===== src/rtl/ser_frame_ctrl.sv =====
// ============================================================================
// ser_frame_ctrl
// ----------------------------------------------------------------------------
// Two-requester frame controller for a 64-bit serializer.
//
// A granted requester loads 16 nibbles into the serializer buffer. The
// controller then drives 64 consecutive shift cycles. Frames follow this
// sequence:
//   IDLE  -> arbitrate between the two requesters (round robin on contention)
//   LOAD  -> accept 16 nibbles from the granted requester (vld/rdy handshake)
//   SHIFT -> 64 back-to-back shift cycles; done pulses on the last one
//   GAP   -> optional 4-cycle quiet period after SHIFT
//
// Configuration macro:
//   SER_FRAME_GAP_EN  When defined, the GAP state and its counter are built
//                     in. When undefined, they do not exist at all.
//
// Ports:
//   clk      in   1  rising-edge clock
//   rst      in   1  synchronous active-high reset
//   req      in   2  frame request per requester
//   vld      in   2  nibble valid per requester
//   nib0     in   4  nibble from requester 0
//   nib1     in   4  nibble from requester 1
//   gnt      out  2  one-hot grant, held for the whole frame (registered)
//   rdy      out  2  nibble ready; equals gnt while loading (combinational)
//   ld_en    out  1  one-cycle buffer write strobe (registered)
//   ld_idx   out  4  buffer slot being written (registered)
//   ld_data  out  4  nibble being written (registered)
//   sh_en    out  1  serial shift enable (registered)
//   sh_idx   out  6  bit index being shifted (registered)
//   busy     out  1  high whenever not IDLE (registered)
//   done     out  1  pulse on the last shift cycle (registered)
// ============================================================================
module ser_frame_ctrl (
    input  logic       clk,
    input  logic       rst,
    input  logic [1:0] req,
    input  logic [1:0] vld,
    input  logic [3:0] nib0,
    input  logic [3:0] nib1,
    output logic [1:0] gnt,
    output logic [1:0] rdy,
    output logic       ld_en,
    output logic [3:0] ld_idx,
    output logic [3:0] ld_data,
    output logic       sh_en,
    output logic [5:0] sh_idx,
    output logic       busy,
    output logic       done
);

`ifdef SER_FRAME_GAP_EN
    typedef enum logic [1:0] {
        S_IDLE  = 2'd0,
        S_LOAD  = 2'd1,
        S_SHIFT = 2'd2,
        S_GAP   = 2'd3
    } state_t;
`else
    typedef enum logic [1:0] {
        S_IDLE  = 2'd0,
        S_LOAD  = 2'd1,
        S_SHIFT = 2'd2
    } state_t;
`endif

    state_t     r_state;
    logic       r_ptr;       // requester favoured on the next contention
    logic [3:0] r_ld_cnt;    // nibble slot for the next transfer
    logic [1:0] r_gnt;
    logic       r_ld_en;
    logic [3:0] r_ld_idx;
    logic [3:0] r_ld_data;
    logic       r_sh_en;
    logic [5:0] r_sh_idx;
    logic       r_busy;
    logic       r_done;
`ifdef SER_FRAME_GAP_EN
    logic [1:0] r_gap_cnt;
`endif

    logic [1:0] w_arb_gnt;
    logic       w_xfer;
    logic [3:0] w_nib;

    // Round-robin pick. The pointer only matters when both requesters ask.
    always_comb begin
        w_arb_gnt = 2'b00;
        case (req)
            2'b01:   w_arb_gnt = 2'b01;
            2'b10:   w_arb_gnt = 2'b10;
            2'b11:   w_arb_gnt = r_ptr ? 2'b10 : 2'b01;
            default: w_arb_gnt = 2'b00;
        endcase
    end

    assign rdy    = (r_state == S_LOAD) ? r_gnt : 2'b00;
    assign w_xfer = |(vld & rdy);
    assign w_nib  = r_gnt[1] ? nib1 : nib0;

    assign gnt     = r_gnt;
    assign ld_en   = r_ld_en;
    assign ld_idx  = r_ld_idx;
    assign ld_data = r_ld_data;
    assign sh_en   = r_sh_en;
    assign sh_idx  = r_sh_idx;
    assign busy    = r_busy;
    assign done    = r_done;

    always_ff @(posedge clk) begin
        if (rst) begin
            r_state   <= S_IDLE;
            r_ptr     <= 1'b0;
            r_ld_cnt  <= 4'd0;
            r_gnt     <= 2'b00;
            r_ld_en   <= 1'b0;
            r_ld_idx  <= 4'd0;
            r_ld_data <= 4'd0;
            r_sh_en   <= 1'b0;
            r_sh_idx  <= 6'd0;
            r_busy    <= 1'b0;
            r_done    <= 1'b0;
`ifdef SER_FRAME_GAP_EN
            r_gap_cnt <= 2'd0;
`endif
        end else begin
            // Strobes default low; ld_idx/ld_data hold their last value.
            r_ld_en <= 1'b0;
            r_done  <= 1'b0;

            case (r_state)
                S_IDLE: begin
                    if (|req) begin
                        r_gnt   <= w_arb_gnt;
                        // Point at whichever requester was not just served.
                        r_ptr   <= w_arb_gnt[0];
                        r_busy  <= 1'b1;
                        r_state <= S_LOAD;
                    end
                end

                S_LOAD: begin
                    if (w_xfer) begin
                        r_ld_en   <= 1'b1;
                        r_ld_idx  <= r_ld_cnt;
                        r_ld_data <= w_nib;
                        r_ld_cnt  <= r_ld_cnt + 4'd1;   // wraps to 0 after slot 15
                        if (r_ld_cnt == 4'd15) begin
                            r_sh_en  <= 1'b1;
                            r_sh_idx <= 6'd0;
                            r_state  <= S_SHIFT;
                        end
                    end
                end

                S_SHIFT: begin
                    if (r_sh_idx == 6'd63) begin
                        r_sh_en  <= 1'b0;
                        r_sh_idx <= 6'd0;
                        r_gnt    <= 2'b00;
`ifdef SER_FRAME_GAP_EN
                        r_gap_cnt <= 2'd0;
                        r_state   <= S_GAP;
`else
                        // The frame-end edge is also the first IDLE edge, so
                        // pending requests are arbitrated here directly.
                        if (|req) begin
                            r_gnt   <= w_arb_gnt;
                            r_ptr   <= w_arb_gnt[0];
                            r_state <= S_LOAD;
                        end else begin
                            r_busy  <= 1'b0;
                            r_state <= S_IDLE;
                        end
`endif
                    end else begin
                        r_sh_idx <= r_sh_idx + 6'd1;
                        // done is registered, so raise it as sh_idx becomes 63.
                        r_done   <= (r_sh_idx == 6'd62);
                    end
                end

`ifdef SER_FRAME_GAP_EN
                S_GAP: begin
                    if (r_gap_cnt == 2'd3) begin
                        // The last gap edge doubles as the first IDLE edge.
                        if (|req) begin
                            r_gnt   <= w_arb_gnt;
                            r_ptr   <= w_arb_gnt[0];
                            r_state <= S_LOAD;
                        end else begin
                            r_busy  <= 1'b0;
                            r_state <= S_IDLE;
                        end
                        r_gap_cnt <= 2'd0;
                    end else begin
                        r_gap_cnt <= r_gap_cnt + 2'd1;
                    end
                end
`endif

                default: begin
                    r_gnt   <= 2'b00;
                    r_sh_en <= 1'b0;
                    r_busy  <= 1'b0;
                    r_state <= S_IDLE;
                end
            endcase
        end
    end

endmodule

===== config.mk =====
export PLATFORM = sky130hd
export DESIGN_NAME = ser_frame_ctrl
export DESIGN_NICKNAME = d
export VERILOG_FILES = /design/src/rtl/ser_frame_ctrl.sv
export SDC_FILE = /design/constraint.sdc
export NUM_CORES = 1
export LEC_CHECK = 0
export CELL_PAD_IN_SITES_DETAIL_PLACEMENT = 0
export CELL_PAD_IN_SITES_GLOBAL_PLACEMENT = 2
export CORE_UTILIZATION = 25
export DETAILED_ROUTE_END_ITERATION = 10
export PLACE_DENSITY = 0.74
export SKIP_CTS_REPAIR_TIMING = 1
export SYNTH_ARGS = -nofsm -noshare
export SYNTH_HDL_FRONTEND = slang
export SYNTH_SLANG_ARGS = --single-unit

===== constraint.sdc =====
create_clock -name clk -period 1.49 [get_ports clk]
set_input_delay 0.3725 -clock clk [delete_from_list [all_inputs] [get_ports clk]]
set_output_delay 0.3725 -clock clk [all_outputs]
set_load 0.05 [all_outputs]

==> results_dict.tcl <==
set metrics [dict create \
    outcome "finished with violations" \
    failed_checks "setup timing" \
    drtPass1Iterations 4 \
    tightest_slew_ns 0.257 \
    vdd_drop_max_v 0.000527 \
    vias 1174 \
    synthFlopType "dfxtp_1" \
    leakage_nw 0.817 \
    avgSynthCellArea_sq_um 9.38 \
    fmax_ghz 0.646 \
    total_power_mw 1.58 \
    placed_cell_area_sq_mm 0.00206 \
    ys_ff_latch 27 \
    pwr_density_cell_mw_per_mm2 737 \
    worst-path-max-fanout 4 \
    drive_above_1_share_pct 36.1 \
    nNetsFinal 209 \
    synth-warning-count 0 \
    antenna_found_initial 0 \
    slew-limit-headroom_pct 82.9 \
    wl_microns 3200 \
    gp_congestion 0.793 \
    tritoncts "built" \
    hold_viol_final 0 \
    crit_chain "and2b_4, and2_4, buf_12" \
    layout-area-overhead-vs-synth_pct 63.4 \
    die_y_microns 74.5 \
    rsz0062_at_grt "yes" \
    cts_max_level 1 \
    synth_seq_area_share_pct 41.1 \
    setup_viol 2 \
    grt.total_usage_pct 12.6 \
    grt_pass1_vias 1135 \
    slew_viol_final 0 \
    grt_overflow_total 0 \
    vias_per_cell 4.50 \
    clock_sinks 27 \
    syn_nets 157 \
    first_iter_violations 49 \
    root_buffer "clkbuf_8" \
    synth-edff-count 0 \
    io_buffers 35 \
    slowest_delay_ns 0.34 \
    initial_utilization_pct 25.9 \
    crit_family "simple AND/OR/NAND/NOR gates" \
    end_kind "output pin" \
    path_buf_inv 1 \
    grt_max_degree 17 \
    path_clk_slew_ns 0.10 \
    grt_pass1_wl_microns 5380 \
    n_fill_cell 507 \
    cp_slowest_cell "dfxtp_2" \
    async_flop_share_pct 0 \
    regToRegSetupSlack_ns 0.05 \
    dp_hpwl_microns 2530 \
    skew_ns 0.00215 \
    crit_type "flop to output pin" \
    remaining_drc_errors 0 \
    numCtsBuffers 3 \
    antenna_cells 0 \
    routedWlPerCell_microns 12.2 \
    io_pins 36 \
    die_w_microns 74.5 \
    synth_area_sq_mm 0.00131 \
    cap_violations 0 \
    fin_crit_ns 1.55 \
    dieArea_sq_mm 0.00555 \
    coreArea_sq_mm 0.00507 \
    synthDistinctLibCells 43 \
    rows 26 \
    hold_path.class "flop to flop" \
    design_area_sq_mm 0.00215 \
    antenna_left 0 \
    cts_max_path_buffers 2 \
    synthCells 140 \
    worst_slack_ns -0.0572 \
    cp-start-kind "flop" \
    finalCritPeriodShare_pct 104 \
    cp.required_ns 1.12 \
    clock_latency_ns 0.27 \
    arrival_ns 1.17 \
]
==> path summary, 6_finish.rpt <==
check / from / cells after the start / to
setup / recovery: r_state[1] / 3 / rdy[1]
hold reg to reg: r_ptr / 2 / r_ptr
hold / removal: r_ptr / 2 / r_ptr
setup reg to reg: sh_idx[0] / 5 / sh_idx[3]
==> final cells by class <==
cell class,count,area [sq um],share of cell area [%]
clock buffers,3,41.3,1.92
clock inverters,1,7.51,0.350
inverters,4,15.0,0.699
multi-input cells,104,724,33.7
flip-flops and latches,27,561,26.1
well taps,70,87.6,4.08
repair buffers,52,711,33.1
==> per-layer routing <==
layer  GRT usage (%)  share of wire (%)  vias up  routed length (microns)
met2            21.3                 50       28                     1610
met1            16.3                 45      544                     1430
li1                -                  -      600                        -
met4            2.52               0.34        0                       11
met3            2.85                4.7        2                      149
met5               0                  0        -                        0
==> cells by family after synthesis <==
family	synth area share [%]
AND/OR/NAND/NOR	25.6
AO/OA/AOI/OAI	21.0
flip-flops	41.1
buffers and inverters	4.29
multiplexers	3.05
XOR/XNOR	2.00
adder cells (fa/ha/maj)	2.86
==> Yosys cell counts (2+ instances only) <==
cell type  number  share of area [%]
o21ai_0         2               0.76
nand2_1        12                3.4
dfxtp_1        27                 41
nand2b_1        5                2.4
inv_1           4                1.1
a22o_1          3                2.0
and3_1          2               0.95
xnor2_1         2                1.3
nor2_1         16                4.6
buf_6           3                2.6
mux2i_1         4                3.0
nand4b_1        2                1.3
a21oi_1         9                3.4
ha_1            3                2.9
a211oi_1        6                3.4
a21o_1          2                1.1
clkbuf_1        2               0.57
nor3_1          4                1.5
and2_1          2               0.95
nand3_1         7                2.7
==> layout by cell type, fill, tap and decap left out, types with 2 or more instances in the layout <==
cell type        netlist  routed
mux2i_1                4       4
nand2b_1               5       5
nand3_1                7       7
nor3_1                 4       4
nand4b_1               2       2
dfxtp_1               27      17
a22o_1                 3       3
and2_4                 0       2
inv_1                  4       4
o21ai_0                2       2
nor2_1                16      16
ha_1                   3       2
a21o_1                 2       2
nand2_1               12      12
buf_4                  0      16
dfxtp_2                0       7
clkbuf_8               0       3
and3_1                 2       2
a211oi_1               6       6
xnor2_1                2       2
dfxtp_4                0       3
clkdlybuf4s50_1        0      13
buf_12                 0      23
a21oi_1                9       9
==> per-stage QoR <==
step	utilization, %	TNS, ns	cells	hold slack, ns	setup WS [ns]
after floorplan	-	-0.00790	140	0.449	-0.00790
after CTS	41.6	-0.348	257	0.500	-0.185
after detailed placement	40.6	-2.66	253	0.484	-0.213
after global routing	42.3	-0.175	261	0.521	-0.0954
final	42.3	-0.0979	261	0.497	-0.0572
after global placement	40.6	-2.32	253	0.466	-0.175
==> worst min-delay path: cells and delay by family (launching register included) <==
kind | cells | cell delay (ns)
flops | 1 | 0.33
compound gates | 1 | 0.07
simple gates | 1 | 0.06
==> registers in the layout (all words and copies together), names as in the netlist <==
name	count
r_state	2
gnt	2
ld_en	1
r_ptr	1
sh_idx	6
r_ld_cnt	4
ld_data	4
ld_idx	4
busy	1
done	1
sh_en	1
==> report_power, final <==
group | switching, mW | total [mW] | internal, mW
Combinational | 0.174 | 0.371 | 0.196
Sequential | 0.0320 | 0.778 | 0.746
Clock | 0.243 | 0.433 | 0.190
Note: power is estimated with default switching activity, not from simulation.
